--- config.mk ---
export PLATFORM = sky130hd
export DESIGN_NAME = module_knob_value
export DESIGN_NICKNAME = d
export VERILOG_FILES = /design/src/rtl/knob_pkg.sv /design/src/rtl/module_knob_gap_timer.sv /design/src/rtl/module_knob_value.sv
export SDC_FILE = /design/constraint.sdc
export NUM_CORES = 1
export LEC_CHECK = 0
export ABC_CLOCK_PERIOD_IN_PS = 6200
export CORE_ASPECT_RATIO = 0.5
export CORE_MARGIN = 2
export CORE_UTILIZATION = 23
export DETAILED_ROUTE_END_ITERATION = 12
export GPL_TIMING_DRIVEN = 1
export SLEW_MARGIN = 0
export SYNTH_ARGS = -nofsm -noshare
export SYNTH_HDL_FRONTEND = slang
export SYNTH_SLANG_ARGS = --single-unit
--- constraint.sdc ---
create_clock -name qzt_clk -period 6.2 [get_ports qzt_clk]
set_input_delay 1.86 -clock qzt_clk [delete_from_list [all_inputs] [get_ports qzt_clk]]
set_output_delay 1.86 -clock qzt_clk [all_outputs]
set_load 0.005 [all_outputs]
--- src/rtl/knob_pkg.sv ---
// Shared encodings for the front-panel rotary input blocks (driver and value stages).
package knob_pkg;

  typedef enum logic {
    KNOB_SLOW = 1'b0,
    KNOB_FAST = 1'b1
  } knob_state_e;

  localparam logic KNOB_DIR_UP   = 1'b0;
  localparam logic KNOB_DIR_DOWN = 1'b1;

endpackage

--- src/rtl/module_knob_gap_timer.sv ---
// Saturating cycle counter measuring the gap between accepted step pulses.
module module_knob_gap_timer #(
  parameter int unsigned FAST_WINDOW = 500000
) (
  input  logic qzt_clk,
  input  logic rst_n,
  input  logic clear,
  input  logic preset,
  output logic at_limit,
  output logic reaching
);

  localparam int unsigned CW = $clog2(FAST_WINDOW + 1);
  localparam logic [CW-1:0] LIMIT = CW'(FAST_WINDOW);

  logic [CW-1:0] count_q, count_d;

  always_comb begin
    count_d = count_q;
    if (preset) begin
      count_d = LIMIT;
    end else if (clear) begin
      count_d = '0;
    end else if (count_q != LIMIT) begin
      count_d = count_q + CW'(1);
    end
  end

  always_ff @(posedge qzt_clk) begin
    if (!rst_n) begin
      count_q <= LIMIT;
    end else begin
      count_q <= count_d;
    end
  end

  assign at_limit = (count_q == LIMIT);
  // High in the cycle whose edge loads LIMIT, so FAST can be left on that same edge.
  assign reaching = (count_d == LIMIT);

endmodule

--- src/rtl/module_knob_value.sv ---
// Bounded front-panel setting with velocity acceleration, preset load and change strobe.
module module_knob_value
  import knob_pkg::*;
#(
  parameter int unsigned WIDTH       = 8,
  parameter int unsigned MIN_VAL     = 0,
  parameter int unsigned MAX_VAL     = 99,
  parameter int unsigned SLOW_STEP   = 1,
  parameter int unsigned FAST_STEP   = 10,
  parameter int unsigned FAST_WINDOW = 500000,
  parameter int unsigned ACCEL_COUNT = 3
) (
  input  logic             qzt_clk,
  input  logic             rst_n,
  input  logic             pulse,
  input  logic             direction,
  input  logic             load,
  input  logic [WIDTH-1:0] load_value,
  output logic [WIDTH-1:0] value,
  output logic             changed,
  output logic             fast
);

  typedef logic [WIDTH:0]   ext_t;
  typedef logic [WIDTH+1:0] wide_t;

  localparam int unsigned SW = $clog2(ACCEL_COUNT + 1);
  localparam ext_t MIN_X  = ext_t'(MIN_VAL);
  localparam ext_t MAX_X  = ext_t'(MAX_VAL);
  localparam ext_t SLOW_X = ext_t'(SLOW_STEP);
  localparam ext_t FAST_X = ext_t'(FAST_STEP);
  localparam logic [SW-1:0] ACCEL_S = SW'(ACCEL_COUNT);

  knob_state_e      state_q, state_d;
  logic [WIDTH-1:0] value_q, value_d;
  logic             changed_q, changed_d;
  logic             fast_q, fast_d;
  logic [SW-1:0]    streak_q, streak_d;
  logic             last_dir_q, last_dir_d;

  logic gap_clear, gap_preset, gap_at_limit, gap_reaching;
  logic quick;
  ext_t step;

  function automatic logic [WIDTH-1:0] clamp_load(input logic [WIDTH-1:0] v);
    wide_t below;
    // Borrow out of v - MIN_VAL flags values under the lower bound.
    below = {2'b00, v} - {1'b0, MIN_X};
    if (below[WIDTH+1]) begin
      return MIN_X[WIDTH-1:0];
    end else if ({1'b0, v} > MAX_X) begin
      return MAX_X[WIDTH-1:0];
    end else begin
      return v;
    end
  endfunction

  function automatic logic [WIDTH-1:0] apply_step(input logic [WIDTH-1:0] cur,
                                                  input logic dir,
                                                  input ext_t stp);
    ext_t cur_x;
    ext_t sum;
    cur_x = {1'b0, cur};
    sum   = cur_x + stp;
    if (dir == KNOB_DIR_DOWN) begin
      if (cur_x < MIN_X + stp) begin
`ifdef KNOB_WRAP_EN
        return MAX_X[WIDTH-1:0];
`else
        return MIN_X[WIDTH-1:0];
`endif
      end else begin
        return cur - stp[WIDTH-1:0];
      end
    end else begin
      if (sum > MAX_X) begin
`ifdef KNOB_WRAP_EN
        return MIN_X[WIDTH-1:0];
`else
        return MAX_X[WIDTH-1:0];
`endif
      end else begin
        return sum[WIDTH-1:0];
      end
    end
  endfunction

  module_knob_gap_timer #(
    .FAST_WINDOW(FAST_WINDOW)
  ) u_gap_timer (
    .qzt_clk (qzt_clk),
    .rst_n   (rst_n),
    .clear   (gap_clear),
    .preset  (gap_preset),
    .at_limit(gap_at_limit),
    .reaching(gap_reaching)
  );

  assign quick = !gap_at_limit && (direction == last_dir_q);

  always_comb begin
    state_d    = state_q;
    value_d    = value_q;
    streak_d   = streak_q;
    last_dir_d = last_dir_q;
    gap_clear  = 1'b0;
    gap_preset = 1'b0;
    step       = SLOW_X;

    if (load) begin
      // Load swallows any coincident pulse: timer, streak and last_dir untouched by it.
      value_d    = clamp_load(load_value);
      state_d    = KNOB_SLOW;
      streak_d   = '0;
      gap_preset = 1'b1;
    end else if (pulse) begin
      gap_clear  = 1'b1;
      last_dir_d = direction;
      case (state_q)
        KNOB_SLOW: begin
          step = SLOW_X;
          if (quick) begin
            if (streak_q != ACCEL_S) begin
              streak_d = streak_q + SW'(1);
            end
            if (streak_d == ACCEL_S) begin
              state_d = KNOB_FAST;
            end
          end else begin
            streak_d = SW'(1);
          end
        end
        KNOB_FAST: begin
          if (direction != last_dir_q) begin
            step     = SLOW_X;
            state_d  = KNOB_SLOW;
            streak_d = SW'(1);
          end else begin
            step = FAST_X;
          end
        end
        default: begin
          state_d  = KNOB_SLOW;
          streak_d = '0;
        end
      endcase
      value_d = apply_step(value_q, direction, step);
    end else if (state_q == KNOB_FAST && gap_reaching) begin
      state_d  = KNOB_SLOW;
      streak_d = '0;
    end

    changed_d = (value_d != value_q);
    fast_d    = (state_d == KNOB_FAST);
  end

  always_ff @(posedge qzt_clk) begin
    if (!rst_n) begin
      state_q    <= KNOB_SLOW;
      value_q    <= MIN_X[WIDTH-1:0];
      changed_q  <= 1'b0;
      fast_q     <= 1'b0;
      streak_q   <= '0;
      last_dir_q <= KNOB_DIR_UP;
    end else begin
      state_q    <= state_d;
      value_q    <= value_d;
      changed_q  <= changed_d;
      fast_q     <= fast_d;
      streak_q   <= streak_d;
      last_dir_q <= last_dir_d;
    end
  end

  assign value   = value_q;
  assign changed = changed_q;
  assign fast    = fast_q;

endmodule
==> run_results.csv <==
group,metric,value,unit
global_route,grt_use_total,0.129,
synth,yosys-top-cells-count,"nand2_1 (34), nor2_1 (33), dfxtp_1 (32), o21ai_0 (27), clkbuf_1 (17)",
setup_path,worstSetupPathType,"primary input to flop",
clocking,cts.clk_slew.worst_paths,0.06,ns
clocking,postCtsSetupBuffers,0,
layout,fin_nets,390,
synth,ys_seq_area_frac,0.238,
timing,worstMarginPinSlew,0.805,ns
layout,utilization,0.288,
global_route,met2_usage,0.212,
routing,wl,7610,um
layout,syn_to_final_growth,19.8,%
floorplanning,die_y,80.5,um
global_route,grt.met3_usage,0.0259,
floorplanning,ios,23,
floorplanning,die_width,157,um
clocking,tritoncts,"built",
global_route,grt_remaining_overflow,0,
setup_path,max_stage_delay,0.61,ns
global_route,grt_max_degree,21,
clocking,cts_resized,0,
placement,portBuffers,22,
timing,hold_violations,0,
synth,syn-cell-area,2690,um^2
global_route,antenna_found_initial,0,
setup_path,worstPathRequired,6.35,ns
routing,drt-initial-drc-count,225,
layout,diodes,0,
synth,synth_ff_type,"dfxtp_1",
placement,hpwlAfterDp,5700,um
timing,fmax,192,MHz
setup_path,crit_fanout,11,
clocking,cts_buffers,5,
setup_path,crit_chain,"clkdlybuf4s50_1 > xnor2_1 > nand2_1 > ha_1 > fa_1 > nor4b_1 > o2111ai_1 > o221ai_1 > or4b_2 > a21oi_1 > nor3_1 > xnor2_1 > a41oi_1",
global_route,first_global_vias,2512,
timing,slew_headroom,0.461,
routing,route.detailed.drc,0,
layout,nFillCells,1242,
timing,tns,0,ns
run_status,status,"completed",
timing,fin_crit,5.20,ns
synth,synth_async_sr_flop_share,0,
power_and_ir_drop,p_per_area,209,nW/um^2
timing,finalClockSkew,0.00524,ns
timing,maxSlewViolCount,0,
global_route,grt.busiest_layer,"met2",
floorplanning,start_util,0.240,
placement,dpl_cell_area,3050,um^2
hold_path,hp-class,"flop to flop",
routing,detail-route-antenna-nets,0,
power_and_ir_drop,p_leak,0.00120,uW
setup_path,reg2reg_depth,12,
clocking,h-tree-depth,2,
synth,avgSynthCellArea,7.55,um^2
routing,first_pass_iters,5,
clocking,clockBufferDepth,2,
synth,ys_types,67,
synth,synth_enable_flop_cells,0,
power_and_ir_drop,peakVddDrop,0.000124,V
clocking,cts_root_buf,"clkbuf_16",
layout,postLayoutCellArea,3230,um^2
synth,yosys_warnings,0,
power_and_ir_drop,finalPower,674,uW
synth,ys_ff_latch,32,
synth,synth.largest_area_cell,"dfxtp_1",
setup_path,startpoint_type,"primary input",
floorplanning,die_area,12600,um^2
hold_path,min_path_cells,2,
setup_path,cp.arrival,5.35,ns
synth,synth_nets,380,
global_route,grt_pass1_wl,12700,um
timing,period_share,0.839,
clocking,insertion_delay,0.28,ns
layout,drive_gt1_frac,0.0652,
run,maxCapViolCount,0,
timing,finalSetupViolations,0,
global_route,grtUsageMet1,0.169,
routing,wire_per_inst,14.4,um
synth,synth_area_leaders,"dfxtp_1 (24%), xnor2_1 (5.2%), o21ai_0 (5.0%), nand2_1 (4.7%), nor2_1 (4.6%)",
floorplanning,row_count,27,
timing,rsz0062_at_grt,"false",
setup_path,slowest_stage,"or4b_2",
setup_path,cp_common_cell,"xnor2_1",
routing,vias_per_cell,5.14,
setup_path,end_kind,"flop",
floorplanning,coreArea,11200,um^2
synth,yosysMostFrequentCell,"nand2_1",
routing,num_vias,2707,
synth,netlist.area_leader.share,0.238,
clocking,cts-hold-fix-buffers,0,
synth,synthCells,357,
clocking,clock-sinks,32,
placement,gp_congestion,0.884,
[state kept, by name (all words and copies together) (netlist names)]
register             cells
changed                  1
streak_q                 2
last_dir_q               1
u_gap_timer.count_q     19
value                    8
fast                     1
[per-stage QoR]
step / cells / setup slack, ns / hold slack, ns
2_1_floorplan: 357 / 0.896 / 0.449
3_5_place_dp: 519 / 0.719 / 0.459
5_1_grt: 527 / 0.632 / 0.510
6_report: 527 / 0.998 / 0.469
3_3_place_gp: 519 / 0.800 / 0.461
4_1_cts: 527 / 0.992 / 0.467
[worst paths after layout]
kind                                 from                       to  slack [ns]
hold reg to reg   last_dir_q$_SDFFE_PN0P_  last_dir_q$_SDFFE_PN0P_        0.47
hold / removal    last_dir_q$_SDFFE_PN0P_  last_dir_q$_SDFFE_PN0P_        0.47
setup / recovery                direction       changed$_SDFF_PN0_         1.0
setup reg to reg  last_dir_q$_SDFFE_PN0P_       changed$_SDFF_PN0_        2.69
[power breakdown]
group	switching (uW)	leakage [uW]	internal [uW]	total [uW]
clock	96.9	0.0000901	212	309
combinational	74.2	0.000849	62.3	137
sequential	15.6	0.000261	213	229
[cells by family after synthesis]
logic type,count (synthesis),synth area share
AO/OA/AOI/OAI,92,0.241
buffers and inverters,36,0.0543
flip-flops,32,0.238
multiplexers,5,0.0186
adder cells (fa/ha/maj),11,0.0557
AND/OR/NAND/NOR,158,0.318
XOR/XNOR,23,0.0748
[cell usage in the layout, fill, tap and decap left out, drive strengths merged, types with 5 or more instances in the layout]
cell type / Yosys / final
nor3: 15 / 15
nor2b: 7 / 7
xnor2: 16 / 16
o21a: 5 / 5
nor4: 7 / 7
nor2: 33 / 33
and3: 8 / 8
mux2i: 5 / 5
o21ai: 27 / 27
nand3: 15 / 15
clkbuf: 17 / 7
ha: 8 / 8
nand2: 34 / 34
xor2: 7 / 7
clkdlybuf4s50: 0 / 22
inv: 13 / 13
a21oi: 12 / 12
dfxtp: 32 / 32
nand2b: 6 / 6
[routing by layer]
layer  up-vias  share of wire  routed length (um)
li1       1333              -                   -
met2        92           0.45                3430
met1      1268           0.47                3610
met3        14          0.057                 431
met5         -              0                   0
met4         0          0.018                 135
[worst max-delay path, delay by kind of cell]
kind	cells	cell delay, ns
compound gates	4	0.62
fa+ha+maj	2	0.82
buf+inv	1	0.43
simple gates	4	1.23
xor+xnor	2	0.39
[cell type report]
type | count | area, um^2 | share of cell area
Multi-Input combinational cell | 289 | 1910 | 0.591
Sequential cell | 32 | 641 | 0.198
Inverter | 13 | 48.8 | 0.0151
Clock buffer | 7 | 153 | 0.0473
Clock inverter | 1 | 30.0 | 0.00930
Timing Repair Buffer | 26 | 250 | 0.0775
Tap cell | 159 | 199 | 0.0616
(Power assumes the default switching activity.)
